## src/rtl/input_device.sv

```systemverilog
`default_nettype none
// input_device: operator entry of a signed 28-bit value from hex switches and
// debounced buttons, delivered to the processor on an input-instruction handshake.
module input_device #(
  parameter int DEB_CYCLES = 500000
) (
  input  logic        clk,
  input  logic        n_rst,
  input  logic [3:0]  sw,
  input  logic        btn_digit,
  input  logic        btn_sign,
  input  logic        btn_clear,
  input  logic        btn_commit,
  input  logic        in_req,
  output logic [27:0] in_data,
  output logic        in_valid,
  output logic [27:0] entry_val,
  output logic        armed
);

  localparam int CW = (DEB_CYCLES > 1) ? $clog2(DEB_CYCLES) : 1;
  localparam logic [CW-1:0] CNT_MAX = CW'(DEB_CYCLES - 1);

  typedef enum logic {
    S_EDIT  = 1'b0,
    S_ARMED = 1'b1
  } state_t;

  logic [3:0] btn_raw;
  logic [3:0] sw_s1_q, sw_s2_q;
  logic [3:0] btn_s1_q, btn_s2_q;
  logic [3:0] pulse;

  assign btn_raw = {btn_commit, btn_clear, btn_sign, btn_digit};

  always_ff @(posedge clk or negedge n_rst) begin
    if (!n_rst) begin
      sw_s1_q  <= '0;
      sw_s2_q  <= '0;
      btn_s1_q <= '0;
      btn_s2_q <= '0;
    end else begin
      sw_s1_q  <= sw;
      sw_s2_q  <= sw_s1_q;
      btn_s1_q <= btn_raw;
      btn_s2_q <= btn_s1_q;
    end
  end

  for (genvar i = 0; i < 4; i++) begin : g_deb
    logic [CW-1:0] cnt_q;
    logic          lvl_q;
    logic          lvl_prev_q;
    logic          pulse_q;

    always_ff @(posedge clk or negedge n_rst) begin
      if (!n_rst) begin
        cnt_q      <= '0;
        lvl_q      <= 1'b0;
        lvl_prev_q <= 1'b0;
        pulse_q    <= 1'b0;
      end else begin
        lvl_prev_q <= lvl_q;
        pulse_q    <= lvl_q & ~lvl_prev_q;
        if (btn_s2_q[i] == lvl_q) begin
          cnt_q <= '0;
        end else if (cnt_q == CNT_MAX) begin
          cnt_q <= '0;
          lvl_q <= btn_s2_q[i];
        end else begin
          cnt_q <= cnt_q + 1'b1;
        end
      end
    end

    assign pulse[i] = pulse_q;
  end

  logic p_digit, p_sign, p_clear, p_commit;
  assign p_digit  = pulse[0];
  assign p_sign   = pulse[1];
  assign p_clear  = pulse[2];
  assign p_commit = pulse[3];

  state_t      state_q, state_d;
  logic [26:0] mag_q, mag_d;
  logic        sign_q, sign_d;
  logic [27:0] data_q, data_d;
  logic        valid_q, valid_d;
  logic        armed_q, armed_d;
  logic [27:0] ev_q;
  logic [27:0] twos;

  // Negative zero wraps to zero through the +1 carry-out truncation.
  assign twos = sign_q ? (~{1'b0, mag_q} + 28'd1) : {1'b0, mag_q};

  always_comb begin
    state_d = state_q;
    mag_d   = mag_q;
    sign_d  = sign_q;
    data_d  = data_q;
    valid_d = 1'b0;
    armed_d = armed_q;
    case (state_q)
      S_EDIT: begin
        if (p_clear) begin
          mag_d  = '0;
          sign_d = 1'b0;
        end else if (p_commit) begin
          data_d  = twos;
          armed_d = 1'b1;
          state_d = S_ARMED;
        end else if (p_sign) begin
          sign_d = ~sign_q;
        end else if (p_digit) begin
          mag_d = {mag_q[22:0], sw_s2_q};
        end
      end
      S_ARMED: begin
        if (in_req) begin
          valid_d = 1'b1;
          armed_d = 1'b0;
          mag_d   = '0;
          sign_d  = 1'b0;
          state_d = S_EDIT;
        end else if (p_clear) begin
          armed_d = 1'b0;
          state_d = S_EDIT;
        end
      end
      default: state_d = S_EDIT;
    endcase
  end

  always_ff @(posedge clk or negedge n_rst) begin
    if (!n_rst) begin
      state_q <= S_EDIT;
      mag_q   <= '0;
      sign_q  <= 1'b0;
      data_q  <= '0;
      valid_q <= 1'b0;
      armed_q <= 1'b0;
      ev_q    <= '0;
    end else begin
      state_q <= state_d;
      mag_q   <= mag_d;
      sign_q  <= sign_d;
      data_q  <= data_d;
      valid_q <= valid_d;
      armed_q <= armed_d;
      ev_q    <= twos;
    end
  end

  assign in_data   = data_q;
  assign in_valid  = valid_q;
  assign entry_val = ev_q;
  assign armed     = armed_q;

endmodule
`default_nettype wire

```

## config.mk

```make
export PLATFORM = sky130hd
export DESIGN_NAME = input_device
export DESIGN_NICKNAME = d
export VERILOG_FILES = /design/src/rtl/input_device.sv
export SDC_FILE = /design/constraint.sdc
export NUM_CORES = 1
export LEC_CHECK = 0
export BUFFER_PORTS_ARGS = -buffer_cell sky130_fd_sc_hd__buf_2
export CAP_MARGIN = 0
export CORE_MARGIN = 4
export CORE_UTILIZATION = 43
export DETAILED_ROUTE_END_ITERATION = 8
export HOLD_SLACK_MARGIN = 0.1
export SKIP_CTS_REPAIR_TIMING = 1
export SLEW_MARGIN = 10
export SYNTH_ARGS = -nofsm -noshare
export SYNTH_HDL_FRONTEND = slang
export SYNTH_SLANG_ARGS = --single-unit
```

## constraint.sdc

```tcl
create_clock -name clk -period 2.3 [get_ports clk]
set_input_delay 0.23 -clock clk [delete_from_list [all_inputs] [get_ports clk]]
set_output_delay 0.23 -clock clk [all_outputs]
set_load 0.01 [all_outputs]
```

==> impl_metrics.yaml <==
outcome:
  status: "completed"
clock_network:
  numCtsBuffers: 17
  clkSinkCount: 191
  htreeDepth: 4
  cts.path.max_buffers: 2
  ctsRootBufferMaster: "clkbuf_16"
  cts_tree: "built"
  insertion_delay_ns: 0.43
  clk_pin_slew_ns: 0.07
critical_path:
  r2r-start: "mag_q[18]"
  path_class: "flip-flop to flip-flop"
  cp.required_ns: 2.61
  crit_buf_inv: 0
  crit_path_cell_trace: "or3_1, or4_4, o41a_1, mux2_2"
  cp-end-kind: "flip-flop"
  crit_family: "simple AND/OR/NAND/NOR gates"
  startpoint_type: "flip-flop"
  critPathSlowestCell: "or4_4"
  cp_slowest_stage_delay_ns: 0.53
  startpoint: "mag_q[18]"
  critPathMaxFanout: 5
  worstPathArrival_ns: 2.50
routing:
  drtPass1Iterations: 4
  first_iter_violations: 245
  routed_via_density: 5.078
  wl_per_cell_microns: 14.08
  wl_microns: 14830
  drc: 0
  ant_nets: 0
  vias: 5347
pwr:
  power_frac_seq_pct: 49.9
  irDropWorstVdd_mv: 0.6936
  p_leak_uw: 0.004344
  internal_power_uw: 5890
  p_clk_share_pct: 35.7
  switchingPower_uw: 2213
  swShare_pct: 27.31
  power.density_nw_per_um2: 862.4
  p_comb_share_pct: 14.3
global_route:
  busiest_layer: "met2"
  grt_pass1_vias: 5261
  grt_pass1_wl_microns: 25340
  grtUsageMet2_pct: 25.29
  grt_util_all_layers_pct: 15.21
  use_met1_pct: 19.59
  antenna_found_initial: 0
  grt_max_degree: 81
  overflow: 0
  met3_usage_pct: 3.604
synth:
  ys_dominant_reg_cell: "dfrtp_1"
  synth_cell_type_count: 40
  synthTopCellsByArea: "dfrtp_1 (60%), xnor2_1 (6.6%), nor2_1 (4.5%), mux2_2 (4.4%), xor2_1 (4.2%)"
  yosysMostFrequentCell: "dfrtp_1"
  synth_seq_area_share_pct: 59.84
  yosys_warnings: 0
  netlist_area_sq_um: 7988
  async_flop_share_pct: 100.0
  synthTopCellsByCount: "dfrtp_1 (191), nor2_1 (95), nand2_1 (87)"
  synth-edff-count: 0
  syn_inst: 725
  synth_area_per_cell_sq_um: 11.02
  yosysTopAreaCell: "dfrtp_1"
  synth_seq_cells: 191
  synth_top_area_share_pct: 59.84
  syn-num-nets: 741
die:
  rows: 49
  die_w_microns: 144.3
  fp.dieH_microns: 144.3
  core-area_sq_um: 18090
  die_area_sq_um: 20820
  pin_count: 69
  initial_core_util_pct: 44.16
timing:
  min_period_over_period_pct: 94.84
  slew_violations: 0
  grt_setup_unrepaired: "false"
  finalSetupViolations: 0
  skew_ns: 0.008304
  final.min_clock_period_ns: 2.181
  hold_violations: 0
  relSlewSlack_pct: 32.70
  tns_ns: 0
  fmax_ghz: 0.4585
  tightest_slew_ns: 1.010
place:
  io_buffers: 68
  place_congestion: 0.7781
  dp_hpwl_microns: 10140
layout:
  fin_nets: 827
  fin_util_pct: 51.95
  area_growth_pct: 17.64
  fillers: 1608
  insertedDiodeCount: 0
  drive_gt1_share_pct: 19.54
min_path:
  hold_start: "in_req"
  hold_class: "input port to flip-flop"
flow_run:
  max_cap_viol_count: 0
[flip-flops by register name (all words and copies together) (netlist names)]
register          count
g_deb.cnt_q          76
entry_val            28
in_data              28
mag_q                27
btn_s1_q              4
btn_s2_q              4
g_deb.lvl_prev_q      4
g_deb.lvl_q           4
g_deb.pulse_q         4
sw_s1_q               4
sw_s2_q               4
armed                 1
in_valid              1
sign_q                1
state_q               1
[stage by stage]
stage / hold WS [ns] / cells / total power [uW] / cell area, sq um / setup slack, ns
3_3_place_gp: 0.3017 / 1012 / 5224 / 8695 / 0.1613
4_1_cts: -0.1520 / 1044 / 8194 / 9281 / 0.1212
5_1_grt: 0.1877 / 1053 / 8579 / 9397 / 0.03443
6_report: 0.1741 / 1053 / 8103 / 9397 / 0.1188
2_1_floorplan: -0.06559 / 725 / 4744 / 7988 / 0.2199
3_5_place_dp: 0.3091 / 1012 / 5268 / 8695 / 0.1303
[worst min-delay path, stage by stage]
cell and delay, ns:
buf_2 0.10, inv_1 0.10, nor2_1 0.10
[per-layer routing]
| layer | share of wire (%) | wire [microns] | vias to the layer above |
|---|---|---|---|
| met1 | 45 | 6743 | 2634 |
| met5 | 0 | 0 | - |
| met4 | 1.3 | 195 | 0 |
| met2 | 49 | 7341 | 83 |
| li1 | - | - | 2613 |
| met3 | 3.7 | 551 | 17 |
[layout make-up]
type | instances | area, sq um | share of cell area, %
timing repair buffer | 94 | 604.3 | 6.431
clock buffer | 23 | 478.0 | 5.087
inverter | 16 | 60.06 | 0.6391
sequential | 191 | 4780 | 50.87
tap | 229 | 286.5 | 3.049
clock inverter | 9 | 108.9 | 1.158
multi-input combinational | 491 | 3079 | 32.77
[power groups by stage]
stage / clock, uW / sequential (uW) / combinational, uW
floorplan: 0 / 4080 / 659
global placement: 0 / 4070 / 1150
detailed placement: 0 / 4100 / 1160
CTS: 2990 / 4040 / 1170
global route: 3140 / 4100 / 1340
finish: 2900 / 4050 / 1160
[logic make-up after synthesis]
family | count (synthesis) | share of synthesized area (%)
adders and majority gates | 5 | 0.7832
AOI/OAI and AO/OA | 55 | 4.261
and+or+nand+nor | 302 | 17.90
DFF | 191 | 59.84
buffers and inverters | 43 | 2.099
muxes | 31 | 4.370
xor gates and xnor gates | 98 | 10.75
[final timing paths]
path,slack [ns],endpoint,depth (start not counted)
setup / recovery,0.12,in_data[27],4
hold / removal,0.17,in_valid,3
setup reg to reg,0.12,in_data[27],4
hold reg to reg,0.35,btn_s2_q[2],0
max in group asynchronous,1.18,g_deb[1].cnt_q[10],3
min in group asynchronous,0.40,entry_val[9],2
[cells in the final DEF (no fill, tap or decap), types with 2 or more instances in the layout]
cell type        n
and3_1           6
and4_1           3
buf_12           3
buf_2           67
buf_4           14
bufinv_16        2
clkbuf_1         3
clkbuf_16       17
clkbuf_8         4
clkinv_2         2
clkinvlp_4       4
dfrtp_1        191
dlygate4sd3_1    9
ha_1             5
inv_1           16
mux2_2          31
nand2_1         87
nand2b_1         3
nand3_1         33
nand4_1         22
nor2_1          94
nor2b_1          6
nor3_1          10
nor4_1          15
nor4b_1          2
o21ai_0         37
o31ai_1          5
o31ai_2          3
o41ai_1          2
o41ai_2          2
or2_2            5
or3_1            4
or4_1            4
xnor2_1         60
xor2_1          38
No activity file was read; power rests on OpenSTA's default activity.
